==> src/rtl/vga_timing_gen.sv <==
// ============================================================================
// Module   : vga_timing_gen
// Summary  : SVGA 800x600@60 raster timing with a two-stage registered
//            RGB/sync pipeline. Define VGA_TEST_PATTERN_EN to replace rgb_in
//            with eight 100-pixel colour bars.
// Revision : 1.0 - initial release
// ============================================================================
`default_nettype none

module vga_timing_gen #(
    parameter int H_ACTIVE = 800,
    parameter int H_FP     = 40,
    parameter int H_SYNC   = 128,
    parameter int H_BP     = 88,
    parameter int V_ACTIVE = 600,
    parameter int V_FP     = 1,
    parameter int V_SYNC   = 4,
    parameter int V_BP     = 23,
    parameter int SYNC_POL = 1
) (
    input  logic        clk,
    input  logic        rst,
    input  logic [11:0] rgb_in,
    output logic [10:0] pix_x,
    output logic [9:0]  pix_y,
    output logic        pix_req,
    output logic        frame_start,
    output logic        vblank,
    output logic        hsync,
    output logic        vsync,
    output logic [11:0] rgb_out
);

    localparam int          c_H_TOTAL  = H_ACTIVE + H_FP + H_SYNC + H_BP;
    localparam int          c_V_TOTAL  = V_ACTIVE + V_FP + V_SYNC + V_BP;
    localparam logic [10:0] c_H_LAST   = 11'(c_H_TOTAL - 1);
    localparam logic [9:0]  c_V_LAST   = 10'(c_V_TOTAL - 1);
    localparam logic [10:0] c_H_ACT    = 11'(H_ACTIVE);
    localparam logic [9:0]  c_V_ACT    = 10'(V_ACTIVE);
    localparam logic [10:0] c_HS_BEG   = 11'(H_ACTIVE + H_FP);
    localparam logic [10:0] c_HS_END   = 11'(H_ACTIVE + H_FP + H_SYNC - 1);
    localparam logic [9:0]  c_VS_BEG   = 10'(V_ACTIVE + V_FP);
    localparam logic [9:0]  c_VS_END   = 10'(V_ACTIVE + V_FP + V_SYNC - 1);
    localparam logic        c_SYNC_ACT = 1'(SYNC_POL);

    logic [10:0] r_h_cnt;
    logic [9:0]  r_v_cnt;
    logic        r_pix_req;
    logic        r_frame_start;
    logic        r_vblank;
    logic        r_de1;
    logic        r_hs1;
    logic        r_vs1;
    logic        r_hsync;
    logic        r_vsync;
    logic [11:0] r_rgb;

    logic [10:0] w_h_nxt;
    logic [9:0]  w_v_nxt;
    logic        w_h_wrap;
    logic        w_hs_act;
    logic        w_vs_act;
    logic [11:0] w_rgb_src;

    always_comb begin
        w_h_wrap = (r_h_cnt == c_H_LAST);
        w_h_nxt  = w_h_wrap ? 11'd0 : r_h_cnt + 11'd1;
        w_v_nxt  = r_v_cnt;
        if (w_h_wrap) begin
            w_v_nxt = (r_v_cnt == c_V_LAST) ? 10'd0 : r_v_cnt + 10'd1;
        end
        w_hs_act = (r_h_cnt >= c_HS_BEG) && (r_h_cnt <= c_HS_END);
        w_vs_act = (r_v_cnt >= c_VS_BEG) && (r_v_cnt <= c_VS_END);
    end

`ifdef VGA_TEST_PATTERN_EN
    // x delayed by one stage so the bar colour lines up with de1
    logic [10:0] r_x1;

    always_ff @(posedge clk or posedge rst) begin
        if (rst) begin
            r_x1 <= 11'd0;
        end else begin
            r_x1 <= r_h_cnt;
        end
    end

    always_comb begin
        w_rgb_src = 12'h000;
        if      (r_x1 < 11'd100) w_rgb_src = 12'hFFF;
        else if (r_x1 < 11'd200) w_rgb_src = 12'hFF0;
        else if (r_x1 < 11'd300) w_rgb_src = 12'h0FF;
        else if (r_x1 < 11'd400) w_rgb_src = 12'h0F0;
        else if (r_x1 < 11'd500) w_rgb_src = 12'hF0F;
        else if (r_x1 < 11'd600) w_rgb_src = 12'hF00;
        else if (r_x1 < 11'd700) w_rgb_src = 12'h00F;
        else                     w_rgb_src = 12'h000;
    end
`else
    assign w_rgb_src = rgb_in;
`endif

    // Status flags decode the next counter value so they match pix_x/pix_y
    always_ff @(posedge clk or posedge rst) begin
        if (rst) begin
            r_h_cnt       <= c_H_LAST;
            r_v_cnt       <= c_V_LAST;
            r_pix_req     <= 1'b0;
            r_frame_start <= 1'b0;
            r_vblank      <= 1'b0;
            r_de1         <= 1'b0;
            r_hs1         <= ~c_SYNC_ACT;
            r_vs1         <= ~c_SYNC_ACT;
            r_hsync       <= ~c_SYNC_ACT;
            r_vsync       <= ~c_SYNC_ACT;
            r_rgb         <= 12'h000;
        end else begin
            r_h_cnt       <= w_h_nxt;
            r_v_cnt       <= w_v_nxt;
            r_pix_req     <= (w_h_nxt < c_H_ACT) && (w_v_nxt < c_V_ACT);
            r_frame_start <= (w_h_nxt == 11'd0) && (w_v_nxt == 10'd0);
            r_vblank      <= (w_v_nxt >= c_V_ACT);
            r_de1         <= r_pix_req;
            r_hs1         <= w_hs_act ? c_SYNC_ACT : ~c_SYNC_ACT;
            r_vs1         <= w_vs_act ? c_SYNC_ACT : ~c_SYNC_ACT;
            r_hsync       <= r_hs1;
            r_vsync       <= r_vs1;
            // Mux rather than AND so an X on rgb_in during blanking never leaks
            r_rgb         <= r_de1 ? w_rgb_src : 12'h000;
        end
    end

    assign pix_x       = r_h_cnt;
    assign pix_y       = r_v_cnt;
    assign pix_req     = r_pix_req;
    assign frame_start = r_frame_start;
    assign vblank      = r_vblank;
    assign hsync       = r_hsync;
    assign vsync       = r_vsync;
    assign rgb_out     = r_rgb;

endmodule

`default_nettype wire

==> config.mk <==
export PLATFORM = sky130hd
export DESIGN_NAME = vga_timing_gen
export DESIGN_NICKNAME = d
export VERILOG_FILES = /design/src/rtl/vga_timing_gen.sv
export SDC_FILE = /design/constraint.sdc
export NUM_CORES = 1
export LEC_CHECK = 0
export CAP_MARGIN = 15
export CORE_MARGIN = 8
export CORE_UTILIZATION = 50
export CTS_CLUSTER_SIZE = 40
export DETAILED_ROUTE_END_ITERATION = 8
export DONT_BUFFER_PORTS = 1
export HOLD_SLACK_MARGIN = 0.06
export PLACE_DENSITY = 0.72
export SYNTH_ARGS = -nofsm -noshare
export SYNTH_HDL_FRONTEND = slang
export SYNTH_SLANG_ARGS = --single-unit
export TNS_END_PERCENT = 5
==> constraint.sdc <==
create_clock -name clk -period 4 [get_ports clk]
set_input_delay 1 -clock clk [delete_from_list [all_inputs] [get_ports clk]]
set_output_delay 1 -clock clk [all_outputs]
set_load 0.005 [all_outputs]
# After elaboration in Yosys (flattened, before gate mapping)
# Cells that the tools add are included.
dict set report op_classes {
  order_cmp 7
  n_eq_ne 2
  n_mux 6
  addsub 2
  reduce_logical 6
}
# cell count
set op_table {}
lappend op_table {{$ge A10 B10 Y1 const B} 2}
lappend op_table {{$mux W10} 2}
lappend op_table {{$mux W12} 1}
lappend op_table {{$add A11 B1 Y11 const B} 1}
lappend op_table {{$eq A11 B11 Y1 const B} 1}
lappend op_table {{$ge A11 B10 Y1 const B} 1}
lappend op_table {{$le A11 B10 Y1 const B} 1}
lappend op_table {{$logic_not A11 Y1} 1}
lappend op_table {{$lt A11 B10 Y1 const B} 1}
lappend op_table {{$mux W11} 1}
lappend op_table {{$add A10 B1 Y10 const B} 1}
lappend op_table {{$eq A10 B10 Y1 const B} 1}
lappend op_table {{$le A10 B10 Y1 const B} 1}
lappend op_table {{$logic_not A10 Y1} 1}
lappend op_table {{$lt A10 B10 Y1 const B} 1}
lappend op_table {{$logic_and A1 B1 Y1} 4}
lappend op_table {{$mux W1} 2}
dict set report totals {
  elab_cells 34
  regBits 41
  inputBits 14
  output_inout_bits 38
}

# Depth between registers and ports, before layout
# Gate-level depths: netlist of run 1.
dict set report depth {
  depth_word 5
  ltp_mapped 9
  mapped_depth_nobuf 7
}

# Least setup slack after synthesis of run 1
# No wires, ideal clock.
dict set report synth_path {
  kind {reg2reg}
  from {register r_h_cnt[0] (netlist: pix_x[0])}
  to {register r_pix_req (netlist: pix_req)}
  required_time_ns 3.881
  path_buffers 2
  path_slack_ns 1.424
  setup_ns 0.119
  period_less_slack_ns 2.576
  t_arrival_ns 2.457
  stages_incl_launch_ff 10
  cell_sequence {dfstp_2 > ha_1 > clkbuf_1 > and4_1 > and3_1 > buf_2 > nand3_1 > nor4b_1 > or4b_1 > o21ba_1}
}
dict set report synth_via {
  elab_chain_len 4
  elab_cells_between_ends 7
  cone_classes {add/sub (1); order compare (2); eq/ne (1); mux (2); reduce/logical (1)}
}
# item line_no
set synth_rtl {}
lappend synth_rtl {{from (decl)} 46} ;# logic [10:0] r_h_cnt;
lappend synth_rtl {{from (signal assigned)} 106} ;# r_h_cnt <= c_H_LAST;
lappend synth_rtl {{from (signal assigned)} 118} ;# r_h_cnt <= w_h_nxt;
lappend synth_rtl {{$add A11 B1 Y11 / $eq A11 B11 Y1 (equally long branches)} {67, 66}}
lappend synth_rtl {{$mux W11 / $mux W10 (equally long branches)} {67, 69}}
lappend synth_rtl {{$lt A11 B10 Y1 / $lt A10 B10 Y1 (equally long branches)} 120} ;# r_pix_req <= (w_h_nxt < c_H_ACT) && (w_v_nxt < c_V_ACT);
lappend synth_rtl {{$logic_and A1 B1 Y1 (*)} 120}
lappend synth_rtl {{to (signal assigned)} 120}
lappend synth_rtl {{to (decl)} 48} ;# logic r_pix_req;
# Mark *: on every way between the ends. The rest lies on a longest branch, timed or not.

# Final worst setup path of run 1
dict set report layout_path {
  from {register r_v_cnt[0] (netlist: pix_y[0])}
  to {register r_frame_start (netlist: frame_start)}
}
dict set report layout_via {
  elab_chain_len 5
  elab_cells_between_ends 6
  cone_classes {add/sub (1); eq/ne (1); mux (2); reduce/logical (2)}
}
# item line_no
set layout_rtl {}
lappend layout_rtl {{from (decl)} 47} ;# logic [9:0] r_v_cnt;
lappend layout_rtl {{from (signal assigned)} 107} ;# r_v_cnt <= c_V_LAST;
lappend layout_rtl {{from (signal assigned)} 119} ;# r_v_cnt <= w_v_nxt;
lappend layout_rtl {{$add A10 B1 Y10 / $eq A10 B10 Y1 (equally long branches)} 70} ;# w_v_nxt = (r_v_cnt == c_V_LAST) ? 10'd0 : r_v_cnt + 10'd1;
lappend layout_rtl {{$mux W10 (*)} 70}
lappend layout_rtl {{$mux W10 (*)} 69} ;# if (w_h_wrap) begin
lappend layout_rtl {{via w_v_nxt[1]} 59} ;# logic [9:0] w_v_nxt;
lappend layout_rtl {{$logic_not A10 Y1 (*)} 121} ;# r_frame_start <= (w_h_nxt == 11'd0) && (w_v_nxt == 10'd0);
lappend layout_rtl {{$logic_and A1 B1 Y1 (*)} 121}
lappend layout_rtl {{to (signal assigned)} 121}
lappend layout_rtl {{to (decl)} 49} ;# logic r_frame_start;
# Mark *: on every way through the listed nets, which the timed path passes. The rest lies on a longest branch.

==> results_dict.tcl, run 1 <==
set metrics [dict create \
    finalPower_mw 0.788 \
    area_growth_pct 6.00 \
    cp.required_ps 4210 \
    p_switching_mw 0.160 \
    wire_per_inst_um 18.7 \
    cts_max_level 2 \
    worst_pin_slew_ps 810 \
    crit_type "flip-flop to flip-flop" \
    seq_area_frac_synth_pct 47.5 \
    yosysTopAreaCell "dfrtp_1" \
    start_kind "flip-flop" \
    cts_buffer_depth 2 \
    setup_viol 0 \
    cts_root_buf "clkbuf_8" \
    drive_gt1_share_pct 16.8 \
    synth_mux_area_share_pct 0 \
    maxCapViolCount 0 \
    ctsResizeCount 0 \
    place_congestion 0.886 \
    rows 24 \
    p_comb_share_pct 1.7 \
    synth_xor_area_share_pct 6.80 \
    fin_crit_sh_pct 71.2 \
    synth_top_cells_by_area "dfrtp_1 (33%), dfstp_2 (14%), and2_1 (4.6%)" \
    hold_violations 0 \
    syn_area_um2 2190 \
    syn_nets 232 \
    drt-total-wl_um 4860 \
    viasPerCell 6.09 \
    outcome "finished, final reports clean" \
    utilization_pct 54.1 \
    grt_pass1_vias 1473 \
    antenna_found_initial 0 \
    ir_drop_uv 141 \
    p_leak_nw 0.910 \
    final_max_slew_viol_count 0 \
    initial_utilization_pct 51.0 \
    largest_reg_flops 12 \
    min_period_ps 2850 \
    max-slew-margin-rel_pct 46.0 \
    fin_tns_setup_ps 0 \
    cp-end-kind "flip-flop" \
    p_per_area_nw_per_um2 339 \
    synth_compound_area_share_pct 10.9 \
    rrSetupSlack_ps 1150 \
    crit_slowest_cell "dfstp_2" \
    fin_nets 227 \
    clk_pin_slew_ps 80 \
    die_h_um 82.2 \
    yosys_register_bits 41 \
    diodes 0 \
    crit_chain "ha_1, nand2b_4, nor4_4, nor2_1, a22o_1, or4_1, nor4b_2" \
    critPathMaxStageDelay_ps 660 \
    cts_buffers 5 \
    async_flop_share_pct 100 \
    firstDrtPassIters 5 \
    cp.arrival_ps 3060 \
    die-area_um2 6760 \
    track_usage_pct 14.8 \
    synth_simple_gate_area_share_pct 26.7 \
    seqPwrFrac_pct 53.8 \
    io_buffers 0 \
    cts.sinks 41 \
    cp_max_fo 10 \
    ios 52 \
    ant_nets 0 \
    synth-adder-area-share_pct 3.43 \
    synth_top_family_by_area "simple AND/OR/NAND/NOR gates" \
    cts_tree "yes" \
    drt_iter0_markers 144 \
    ys_warn_count 0 \
    rsz0062_at_grt "no" \
    ys_types 50 \
    finClkSkew_ps 5.69 \
    synth_edf_count 0 \
    synthFlopType "dfrtp_1" \
    coreArea_um2 4290 \
    drc_errors 0 \
    clock_power_share_pct 44.5 \
    fmax_ghz 0.351 \
    ys_top_cells_by_count "dfrtp_1 (29), and2_1 (16), nor2_1 (15), nand2_1 (13), dfstp_2 (12)" \
    cts_hold_buf 0 \
    dp_hpwl_um 3600 \
    yosys.cell_count.top_type "dfrtp_1" \
    insertion_delay_ps 300 \
    cts_setup_buffers 0 \
    hp-class "flip-flop to flip-flop" \
    grt_pass1_wl_um 7710 \
    vias 1583 \
    overflow 0 \
    power.internal_mw 0.628 \
    grt_start_max_net_pins 23 \
    die_x_um 82.2 \
    p_sw_share_pct 20.3 \
    hold_ws_ps 358 \
    avgSynthCellArea_um2 10.3 \
    synth.top_cell.area_share_pct 33.1 \
    synthCells 212 \
]
==> critical path, delay by kind of cell (launching register included) <==
| kind | cells | cell delay [ps] |
|---|---|---|
| AND/OR/NAND/NOR | 5 | 1550 |
| adder cells (fa/ha/maj) | 1 | 320 |
| flip-flops | 1 | 660 |
| AO/OA/AOI/OAI | 1 | 240 |
==> path summary, 6_finish.rpt <==
path                                         end               start  cells past startpoint
max                        frame_start$_DFF_PP0_  pix_y[0]$_DFF_PP1_                      7
min                              hsync$_DFF_PP0_     r_hs1$_DFF_PP0_                      0
max reg2reg                frame_start$_DFF_PP0_  pix_y[0]$_DFF_PP1_                      7
min reg2reg                      hsync$_DFF_PP0_     r_hs1$_DFF_PP0_                      0
max in group asynchronous     pix_y[6]$_DFF_PP1_                 rst                      2
min in group asynchronous   rgb_out[0]$_DFF_PP0_                 rst                      1
==> per-layer routing <==
| layer | GRT usage [%] | up-vias | routed length (µm) |
|---|---|---|---|
| met1 | 18.6 | 776 | 2070 |
| met3 | 6.49 | 7 | 548 |
| li1 | - | 732 | - |
| met4 | 5.26 | 0 | 72 |
| met5 | 0 | - | 0 |
| met2 | 22.2 | 68 | 2160 |
==> placed cells by master (no fill, tap or decap), types with 2 or more instances in the layout <==
master	synthesis	routed
dfrtp_1	29	29
and2_1	16	16
nor2_1	15	15
nand2_1	13	13
dfstp_2	12	12
inv_1	11	11
nand3_1	11	11
xnor2_1	11	11
o21ai_0	7	7
xor2_1	6	6
nor3_1	6	6
ha_1	6	6
clkbuf_8	0	6
nand4_1	5	5
a21oi_1	5	5
and3_1	3	3
o21ai_1	3	3
nor4_1	3	3
o31ai_1	3	3
nor4_4	2	2
and4_1	2	2
nor4b_2	2	2
nor2b_1	2	2
a22o_1	2	2
==> power by group through the flow <==
stage / Clock (mW) / Combinational (mW) / Sequential (mW)
after global placement: 0 / 0.0133 / 0.432
after detailed placement: 0 / 0.0136 / 0.432
final: 0.351 / 0.0130 / 0.424
after global routing: 0.375 / 0.0158 / 0.425
after CTS: 0.356 / 0.0136 / 0.424
after floorplan: 0 / 0.0101 / 0.431
==> kinds of logic after synthesis <==
| family | after synthesis |
|---|---|
| and+or+nand+nor | 91 |
| DFF | 41 |
| AOI/OAI and AO/OA | 33 |
| buffers and inverters | 24 |
| xor gates and xnor gates | 17 |
| adders and majority gates | 6 |
==> through the flow <==
stage | cell area [µm²] | std cells | setup WS (ps)
after floorplan | 2190 | 212 | 1420
after global placement | 2200 | 252 | 1210
after detailed placement | 2200 | 252 | 1180
after CTS | 2320 | 260 | 1170
after global routing | 2320 | 260 | 978
final | 2320 | 260 | 1150
==> final cells by class <==
type                       instances  area [µm²]
inverter                          11        41.3
fill                             389        1970
multi-input combinational        147        1050
tap                               52        65.1
clock inverter                     2        37.5
clock buffer                       6        82.6
sequential                        41        1040
timing repair buffer               1        7.51
No activity file was read; power rests on OpenSTA's default activity.
==> inputs of run 2 (changes only) <==
- ABC_AREA: unset -> 1
- PLACE_DENSITY: 0.72 -> 0.75
- clock period: 4 -> 2.6 ns (I/O delays scaled with it)
==> results_dict.tcl, run 2 <==
set metrics [dict create \
    worstHoldStart "r_vs1$_DFF_PP0_" \
    hp-class "flip-flop to flip-flop" \
    cts_root_buf "clkbuf_8" \
    min_period_ps 2290 \
    crit_chain "ha_1, inv_2, nor2_8, nand4_2, nand2_1, inv_1, nor2_1, nand2_1, nor2_1, nand2_1, nand2_1, nor2_1" \
    io_buffers 0 \
    yosysTopAreaCell "dfrtp_1" \
    crit_top_cell "nand2_1" \
    yosys.cell_count.top_type "nand2_1" \
    cp_max_fo 12 \
    async_flop_share_pct 100 \
    syn_area_um2 2190 \
    cp.arrival_ps 2470 \
    grt_pass1_wl_um 8110 \
    coreArea_um2 4290 \
    ios 52 \
    avgSynthCellArea_um2 7.76 \
    insertion_delay_ps 290 \
    rows 24 \
    cts_buffer_depth 2 \
    fin_nets 306 \
    ctsResizeCount 0 \
    drive_gt1_share_pct 11.5 \
    yosys_register_bits 41 \
    outcome "finished, final reports clean" \
    ant_nets 0 \
    finalPower_mw 1.17 \
    largest_reg_flops 12 \
    antenna_found_initial 0 \
    r2r_start "pix_x[0]$_DFF_PP1_" \
    drt-total-wl_um 4910 \
    track_usage_pct 15.7 \
    ys_types 29 \
    final_max_slew_viol_count 0 \
    die-area_um2 6750 \
    cp-end-kind "flip-flop" \
    stdcell_area_um2 2340 \
    rsz0062_at_grt "no" \
    finClkSkew_ps 7.42 \
    drc_errors 0 \
    dp_cells 331 \
    initial_utilization_pct 51.0 \
    cp.required_ps 2780 \
    synthFlopType "dfrtp_1" \
    cts.sinks 41 \
    cts_setup_buffers 0 \
    clk_pin_slew_ps 70 \
    crit_path_start "pix_x[0]$_DFF_PP1_" \
    synth_edf_count 0 \
    pre_cts_ws_ps 325 \
    cp_top_family "simple AND/OR/NAND/NOR gates" \
    die_h_um 82.2 \
    timing.final.ws_setup_ps 314 \
    hold_ws_ps 351 \
    final_cells 339 \
    ys_top_cells_by_count "nand2_1 (78), inv_1 (50), nor2_1 (37), dfrtp_1 (29), nand3_1 (23)" \
    fmax_ghz 0.437 \
    cts_buffers 5 \
    drt_iter0_markers 82 \
    die_x_um 82.2 \
    ir_drop_uv 270 \
    wire_per_inst_um 14.5 \
    p_leak_nw 1.29 \
    fin_crit_sh_pct 87.9 \
    synth_top_cells_by_area "dfrtp_1 (33%), dfstp_2 (14%), nand2_1 (13%)" \
    area_growth_pct 6.80 \
    overflow 0 \
    start_kind "flip-flop" \
    fin_tns_setup_ps 0 \
    mostFrequentLayoutCells "nand2_1 (78), inv_1 (50), nor2_1 (37)" \
    ys_warn_count 0 \
    dp_hpwl_um 3800 \
    cts_max_level 2 \
    critPathMaxStageDelay_ps 610 \
    syn_nets 302 \
    crit_slowest_cell "dfstp_2" \
    diodes 0 \
    setup_viol 0 \
    hold_violations 0 \
    place_congestion 0.952 \
    final_common_cell "nand2_1" \
    cp.buffers_inverters 2 \
    place_area_um2 2230 \
    seq_area_frac_synth_pct 47.6 \
    p_per_area_nw_per_um2 500 \
    cts_hold_buf 0 \
    cts_tree "yes" \
    firstDrtPassIters 4 \
    viasPerCell 5.15 \
    grt_pass1_vias 1763 \
    grt_start_max_net_pins 42 \
    crit_type "flip-flop to flip-flop" \
    synthCells 282 \
    maxCapViolCount 0 \
    utilization_pct 54.4 \
    max-slew-margin-rel_pct 66.8 \
    worst_pin_slew_ps 497 \
    synth.top_cell.area_share_pct 33.2 \
    vias 1745 \
]
-- run 2: cell count changes in the layout (fill, tap and decap cells not counted), moves of 11 or more --
cell,change
nor2_1,+22
xnor2_1,-11
nand3_1,+12
nand2_1,+65
inv_1,+39
and2_1,-16
-- run 2: worst paths after layout --
path                                          to  slack (ps)  cells after the start
setup reg to reg               pix_req$_DFF_PP0_         310                     12
setup / recovery               pix_req$_DFF_PP0_         310                     12
min in group asynchronous  rgb_out[10]$_DFF_PP0_         360                      2
hold / removal                   vsync$_DFF_PP0_         350                      0
hold reg to reg                  vsync$_DFF_PP0_         350                      0
max in group asynchronous     pix_y[0]$_DFF_PP1_        1860                      2
-- run 2: worst reg2reg max path: stages (launching register included) --
cell     delay (ps)
dfstp_2         610
ha_1            300
inv_2           100
nor2_8          150
nand4_2         320
nand2_1         140
inv_1            50
nor2_1          190
nand2_1          80
nor2_1          110
nand2_1          50
nand2_1          70
nor2_1           40
-- run 2: cells by family after synthesis --
logic type | after synthesis | synth area share, %
AND/OR/NAND/NOR | 161 | 33.4
buffers and inverters | 57 | 10.5
flip-flops | 41 | 47.6
AO/OA/AOI/OAI | 11 | 2.69
XOR/XNOR | 6 | 2.40
adder cells (fa/ha/maj) | 6 | 3.43
-- run 2: area by class of cell --
cell class | count | area (µm²)
fillers | 402 | 1960
flip-flops and latches | 41 | 1040
multi-input cells | 184 | 917
inverters | 53 | 199
clock buffers | 6 | 72.6
well taps | 52 | 65.1
clock inverters | 2 | 35.0
repair buffers | 1 | 7.51
-- run 2: where the power goes --
group,internal [mW],switching [mW]
sequential,0.648,0.00525
combinational,0.00464,0.0158
clock,0.285,0.211
-- run 2: routing by layer --
metal  GRT usage (%)  share of wire, %  up-vias
li1                -                 -      866
met1            17.5                40      812
met2            25.7                51       59
met3            6.28               8.0        8
met4            7.89               1.5        0
met5               0                 0        -
